$ cat src/rtl/alu_issue_stage.sv
// ID/EX issue stage: decodes opcode/funct into an ALU op and registers the operands.
// Optional operand forwarding from EX/MEM is enabled with `define FORWARDING_EN.
module alu_issue_stage #(
    parameter int DATA_W = 32,
    parameter int REG_W  = 5
) (
    input  logic              clk,
    input  logic              rst_n,
    input  logic              in_valid,
    output logic              in_ready,
    input  logic [5:0]        opcode,
    input  logic [5:0]        funct,
    input  logic [REG_W-1:0]  rs_idx,
    input  logic [REG_W-1:0]  rt_idx,
    input  logic [REG_W-1:0]  rd_idx,
    input  logic [DATA_W-1:0] rs_data,
    input  logic [DATA_W-1:0] rt_data,
    input  logic [15:0]       imm16,
    input  logic [4:0]        shamt_in,
    input  logic              flush,
    input  logic              fwd_ex_valid,
    input  logic              fwd_mem_valid,
    input  logic [REG_W-1:0]  fwd_ex_idx,
    input  logic [REG_W-1:0]  fwd_mem_idx,
    input  logic [DATA_W-1:0] fwd_ex_data,
    input  logic [DATA_W-1:0] fwd_mem_data,
    output logic              out_valid,
    input  logic              out_ready,
    output logic [DATA_W-1:0] alu_a,
    output logic [DATA_W-1:0] alu_b,
    output logic [3:0]        alu_op,
    output logic              alu_cn,
    output logic [3:0]        alu_shamt,
    output logic [REG_W-1:0]  wb_idx,
    output logic              wb_en,
    output logic              illegal
);

    typedef enum logic [1:0] {
        B_RT   = 2'd0,
        B_RS   = 2'd1,
        B_SEXT = 2'd2,
        B_ZEXT = 2'd3
    } bsel_e;

    logic              r_valid;
    logic [DATA_W-1:0] r_a;
    logic [DATA_W-1:0] r_b;
    logic [3:0]        r_op;
    logic              r_cn;
    logic [3:0]        r_shamt;
    logic [REG_W-1:0]  r_wb_idx;
    logic              r_wb_en;
    logic              r_ill;

    logic              w_load;
    logic              w_rtype;
    logic [3:0]        w_op;
    bsel_e             w_bsel;
    logic [REG_W-1:0]  w_wb_idx;
    logic              w_wb_en;
    logic              w_ill;
    logic [DATA_W-1:0] w_rs_val;
    logic [DATA_W-1:0] w_rt_val;
    logic [DATA_W-1:0] w_b;

    assign in_ready = !r_valid || out_ready;
    assign w_load   = in_valid && in_ready;
    assign w_rtype  = (opcode == 6'b000000);

    always_comb begin
        w_op     = 4'b0000;
        w_bsel   = B_RT;
        w_wb_idx = rt_idx;
        w_wb_en  = 1'b1;
        w_ill    = 1'b0;
        unique case (1'b1)
            w_rtype: begin
                w_wb_idx = rd_idx;
                case (funct)
                    6'b100000, 6'b100001: w_op = 4'b0001;
                    6'b100010, 6'b100011: w_op = 4'b0010;
                    6'b011000: w_op = 4'b0011;
                    6'b011010: w_op = 4'b0100;
                    6'b100100: w_op = 4'b0101;
                    6'b100101: w_op = 4'b0110;
                    6'b100111: w_op = 4'b0111;
                    6'b100110: w_op = 4'b1000;
                    6'b101000: w_op = 4'b1001;
                    6'b101001: w_op = 4'b1010;
                    6'b001000: begin
                        w_op    = 4'b1011;
                        w_bsel  = B_RS;
                        w_wb_en = 1'b0;
                    end
                    default: begin
                        w_wb_en = 1'b0;
                        w_ill   = 1'b1;
                    end
                endcase
            end
            (opcode == 6'b001000), (opcode == 6'b001001),
            (opcode == 6'b100011): begin
                w_op   = 4'b0001;
                w_bsel = B_SEXT;
            end
            (opcode == 6'b101011): begin
                w_op    = 4'b0001;
                w_bsel  = B_SEXT;
                w_wb_en = 1'b0;
            end
            (opcode == 6'b001100): begin
                w_op   = 4'b0101;
                w_bsel = B_ZEXT;
            end
            (opcode == 6'b001101): begin
                w_op   = 4'b0110;
                w_bsel = B_ZEXT;
            end
            (opcode == 6'b001110): begin
                w_op   = 4'b1000;
                w_bsel = B_ZEXT;
            end
            (opcode == 6'b000100): begin
                w_op    = 4'b0010;
                w_wb_en = 1'b0;
            end
            default: begin
                w_wb_en = 1'b0;
                w_ill   = 1'b1;
            end
        endcase
        if (w_wb_idx == '0) w_wb_en = 1'b0;
    end

`ifdef FORWARDING_EN
    // EX wins over MEM; register 0 is hardwired and never forwarded
    always_comb begin
        w_rs_val = rs_data;
        if (rs_idx != '0 && fwd_ex_valid && fwd_ex_idx == rs_idx)
            w_rs_val = fwd_ex_data;
        else if (rs_idx != '0 && fwd_mem_valid && fwd_mem_idx == rs_idx)
            w_rs_val = fwd_mem_data;
        w_rt_val = rt_data;
        if (rt_idx != '0 && fwd_ex_valid && fwd_ex_idx == rt_idx)
            w_rt_val = fwd_ex_data;
        else if (rt_idx != '0 && fwd_mem_valid && fwd_mem_idx == rt_idx)
            w_rt_val = fwd_mem_data;
    end
    logic w_unused;
    assign w_unused = shamt_in[4];
`else
    assign w_rs_val = rs_data;
    assign w_rt_val = rt_data;
    logic w_unused;
    assign w_unused = ^{fwd_ex_valid, fwd_mem_valid, fwd_ex_idx,
                        fwd_mem_idx, fwd_ex_data, fwd_mem_data,
                        shamt_in[4]};
`endif

    always_comb begin
        w_b = w_rt_val;
        unique case (w_bsel)
            B_RT:   w_b = w_rt_val;
            B_RS:   w_b = w_rs_val;
            B_SEXT: w_b = {{(DATA_W-16){imm16[15]}}, imm16};
            B_ZEXT: w_b = {{(DATA_W-16){1'b0}}, imm16};
        endcase
    end

    always_ff @(posedge clk or negedge rst_n) begin
        if (!rst_n) begin
            r_valid  <= 1'b0;
            r_a      <= '0;
            r_b      <= '0;
            r_op     <= 4'b0000;
            r_cn     <= 1'b0;
            r_shamt  <= 4'b0000;
            r_wb_idx <= '0;
            r_wb_en  <= 1'b0;
            r_ill    <= 1'b0;
        end else if (flush) begin
            r_valid <= 1'b0;
            r_wb_en <= 1'b0;
            r_op    <= 4'b0000;
            r_cn    <= 1'b0;
        end else if (w_load) begin
            r_valid  <= 1'b1;
            r_a      <= w_rs_val;
            r_b      <= w_b;
            r_op     <= w_op;
            r_cn     <= (w_op == 4'b0010);
            r_shamt  <= shamt_in[3:0];
            r_wb_idx <= w_wb_idx;
            r_wb_en  <= w_wb_en;
            r_ill    <= w_ill;
        end else if (out_ready) begin
            r_valid <= 1'b0;
        end
    end

    assign out_valid = r_valid;
    assign alu_a     = r_a;
    assign alu_b     = r_b;
    assign alu_op    = r_op;
    assign alu_cn    = r_cn;
    assign alu_shamt = r_shamt;
    assign wb_idx    = r_wb_idx;
    assign wb_en     = r_wb_en;
    assign illegal   = r_ill;

endmodule

$ cat config.mk
export PLATFORM = sky130hd
export DESIGN_NAME = alu_issue_stage
export DESIGN_NICKNAME = d
export VERILOG_FILES = /design/src/rtl/alu_issue_stage.sv
export SDC_FILE = /design/constraint.sdc
export NUM_CORES = 1
export LEC_CHECK = 0
export ABC_AREA = 1
export BUFFER_PORTS_ARGS = -buffer_cell sky130_fd_sc_hd__buf_4
export CORE_MARGIN = 5
export CORE_UTILIZATION = 38
export CTS_BUF_LIST = sky130_fd_sc_hd__clkbuf_16
export CTS_CLUSTER_DIAMETER = 150
export DETAILED_ROUTE_END_ITERATION = 7
export PLACE_DENSITY_LB_ADDON = 0.25
export SYNTH_ARGS = -nofsm -noshare
export SYNTH_HDL_FRONTEND = slang
export SYNTH_SLANG_ARGS = --single-unit
$ cat constraint.sdc
create_clock -name clk -period 1.3 [get_ports clk]
set_input_delay 0.26 -clock clk [delete_from_list [all_inputs] [get_ports clk]]
set_output_delay 0.26 -clock clk [all_outputs]
set_load 0.005 [all_outputs]
---- Word level (Yosys, flattened, before mapping) ----
Index checks and enable logic that the tools add are counted.
storage, ports and cells
  register bits ........................... 81
  input port bits ......................... 193
  output and inout bits ................... 82
  word-level logic and storage cells ...... 72
cells by class
  equality and inequality tests ........... 25
  mux-type cells .......................... 20
  bitwise operators ....................... 1
  reductions and logical operators ........ 17
operator list
  cell                  count
  $pmux W32 S4          1
  $eq A6 B6 Y1 const B  12
  $pmux W4 S11          1
  $eq A6 B4 Y1 const B  6
  $pmux W4 S6           1
  $reduce_or A13 Y1     1
  $eq A6 B5 Y1 const B  2
  $reduce_or A12 Y1     1
  $mux W1               11
  $mux W4               2
  $reduce_or A8 Y1      1
  $eq A6 B3 Y1 const B  1
  $logic_not A6 Y1      1
  $pmux W2 S3           1
  $reduce_or A6 Y1      1
  $logic_not A5 Y1      1
  $mux W5               1
  $eq A2 B2 Y1 const B  2
  $eq A4 B2 Y1 const B  1
  $pmux W1 S2           2
  $reduce_or A2 Y1      2
  $reduce_or A4 Y1      1
  $reduce_bool A3 Y1    1
  $reduce_or A3 Y1      1
  other kinds (8)       8

---- Longest topological paths before layout ----
  depth after elaboration ................. 7
  gate-level depth with buffers ........... 11
  mapped depth without buffers ............ 11

---- Worst setup path after synthesis ----
Ideal clock, no wire load.
  path kind ............................... register -> register
  start ................................... register r_valid (netlist: out_valid)
  end ..................................... register r_wb_idx[3] (netlist: wb_idx[3])
  arrival ................................. 1.248 ns
  path slack .............................. -0.076 ns
  stages on the path, launching flop included .. 9
  buffers on the path ..................... 2
  period minus slack after synthesis ...... 1.376 ns
  cell sequence ........................... dfrtp_1 nand2_1 nand2_1 nor2_2 inv_1 buf_2 buf_2 nand2_1 nand2_1
between the ends
  cells in the longest elaborated chain, start to end .. 4
ends and longest elaborated chain
  element                             line  text
  from (decl)                         46    logic r_valid;
  from (signal assigned)              173   r_valid <= 1'b0;
  from (signal assigned)              183   r_valid <= 1'b0;
  from (signal assigned)              188   r_valid <= 1'b1;
  $logic_not A1 Y1                    67    assign in_ready = !r_valid || out_ready;
  $logic_or A1 B1 Y1                  67
  net in_ready                        10    output logic in_ready,
  $logic_and A1 B1 Y1                 68    assign w_load = in_valid && in_ready;
  $reduce_and A2 Y1 (no source line)  n/a
  to (signal assigned)                194   r_wb_idx <= w_wb_idx;
  to (decl)                           52    logic [REG_W-1:0] r_wb_idx;
The timed path passes the listed nets, and every way through them passes these cells.
A chain may end at the register's enable or synchronous reset.

---- Final worst setup path ----
  start ................................... register r_valid (netlist: out_valid)
  end ..................................... output out_valid
RTL lines
  element    line  text
  to (decl)  27    output logic out_valid,
No word-level cell between the ends.

==> impl_metrics.ini <==
[timing]
finalClockSkew_ns = 0.00842
setup_viol = 25
tightest_slew_ns = 0.427
fin_ws_ns = -0.0552
fin_crit_ns = 1.36
relSlewSlack = 0.715
fin_tns_setup_ns = -0.593
finalHoldViolations = 0
rsz0062_at_grt = yes
slew_viol_final = 0
period_share = 1.04
finalHoldWorstSlack_ns = 0.121
fmax_mhz = 738

[yosys]
syn-num-nets = 748
synth_area_um2 = 4040
yosysTopAreaCellShare = 0.502
synthTopCellsByArea = dfrtp_1 (50%), nand2_1 (29%), nand3_1 (3.7%)
synth_area_per_cell_um2 = 7.28
yosysSeqAreaShare = 0.502
post-synth-top-count-cell = nand2_1
synthFlopType = dfrtp_1
ys_ff_latch = 81
synth_edf_count = 0
ys_warn_count = 0
async_flop_share = 1.00
synth_cell_types = 26
yosys-top-cells-count = nand2_1 (313), dfrtp_1 (81), nand3_1 (30), inv_1 (24), a21oi_1 (19)
syn_inst = 555
netlist.top_cell.by_area = dfrtp_1

[routing]
drt_pass1_iterations = 6
vias = 4371
drc = 0
detail-route-antenna-nets = 0
drt_iter0_markers = 270
via_per_inst = 4.74
drt_wl_total_um = 13300
avgRoutedWirePerCell_um = 14.4

[critical_path]
crit_path_start_kind = flop
rr_startpoint = out_valid$_DFFE_PN0P_
critPathCapture = out_valid
crit_required_ns = 1.04
arrival_ns = 1.10
critPathKind = flop to primary output
worst-r2r-setup-slack_ns = -0.04
startpoint = out_valid$_DFFE_PN0P_
endpoint_kind = primary output
r2r_end = illegal$_DFFE_PN0P_
rr_worst_depth = 8
crit_fanout = 2

[cts]
clockRootBuffer = clkbuf_16
cts_inserted_buffers = 9
clock_path_buffers = 2
clk_latency_ns = 0.33
cts_htree_levels = 3
clock_sink_count = 81
clk_pin_slew_ns = 0.06
cts_tree = built

[die]
rows = 37
initial_core_util = 0.390
die_w_um = 113
die-area_um2 = 12800
die_y_um = 113
num_io_pins = 275
core_region_area_um2 = 10400

[place]
dp_worst_setup_slack_ns = -0.318
portBuffers = 192
dp_cells = 899
hpwl_um = 9760
place.gp.congestion = 0.875
place_area_um2 = 5930

[global_routing]
antenna_found_initial = 0
grt_pass1_vias = 4415
grtUsageTotal = 0.200
grt_max_degree = 82
gr-total-overflow = 0
grt_pass1_wl_um = 20700

[worst_hold_path]
holdCritPathClass = input pin to flop
worstHoldStart = flush

[layout]
final_util = 0.618
drive_above_1_share = 0.358
syn_to_final_growth_pct = 58.5
stdcell_count = 922
fin_area_um2 = 6410
final_nets = 974
antennaDiodeCount = 0

[power]
power.density_cell_area_nw_per_um2 = 1170
p_leak_nw = 3.65
finalPower_mw = 7.52
vdd_drop_max_mv = 0.647

[status]
violations = negative setup slack
status = finished with violations

[job]
drv_cap = 0
## worst min-delay path by stage
stage	end	cells past startpoint	slack, ns
floorplan	alu_a[0]$_DFFE_PN0P_	0	-0.04
global route	out_valid$_DFFE_PN0P_	2	0.10
global placement	alu_a[10]$_DFFE_PN0P_	2	0.32
detailed placement	alu_shamt[2]$_DFFE_PN0P_	2	0.32
finish	out_valid$_DFFE_PN0P_	2	0.12
CTS	out_valid$_DFFE_PN0P_	2	0.10
## where the power goes
part	internal [mW]	switching, mW
registers	2.88	0.206
logic	0.993	0.779
clock network	1.67	0.996
total	5.54	1.98
## metal layers
layer  part of all wire  global-route usage  vias up
met5                  0                   0        -
met4             0.0097              0.0729        0
met1               0.42               0.255     2005
li1                   -                   -     2187
met2               0.49               0.325      169
met3              0.087              0.0561       10
## layout make-up
class	instances	area [um2]
timing repair buffer	240	1980
inverter	25	93.8
clock buffer	9	225
sequential	81	2030
multi-input combinational	424	1820
tap	136	170
fill	968	3960
clock inverter	7	87.6
## critical path: stages, from the launching register on
cell and delay (ns):
dfrtp_1 0.39, buf_4 0.14, buf_4 0.12, buf_4 0.12
## layout by cell type (no fill, tap or decap), drive strengths merged
cell,n
a21o,1
dfrtp,81
nor3,2
a22oi,2
buf,236
bufinv,2
a22o,1
nor2,22
o211ai,2
inv,29
nand2,315
nand3,32
dlygate4sd3,1
a21oi,19
nand3b,1
clkinvlp,1
o21ai,26
clkbuf,12
nand4,1
## timing repair
action	4_1_cts	5_1_grt
setup buffers	0	2
endpoints found under the hold margin	81	0
resized for setup	1	22
setup endpoints to repair	17	56
cloned	0	4
pin swaps	1	7
hold buffers	1	0
## cells by family after synthesis
group,after synthesis,synth area share
flip-flops,81,0.502
buffers and inverters,50,0.0616
AND/OR/NAND/NOR,373,0.370
AO/OA/AOI/OAI,51,0.0672
## flip-flops by register name, indices dropped and copies added, names as in the netlist
| name | count |
|---|---|
| alu_a | 32 |
| alu_b | 32 |
| wb_idx | 5 |
| alu_op | 4 |
| alu_shamt | 4 |
| alu_cn | 1 |
| illegal | 1 |
| out_valid | 1 |
| wb_en | 1 |
Power figures use the tool's default switching activity.
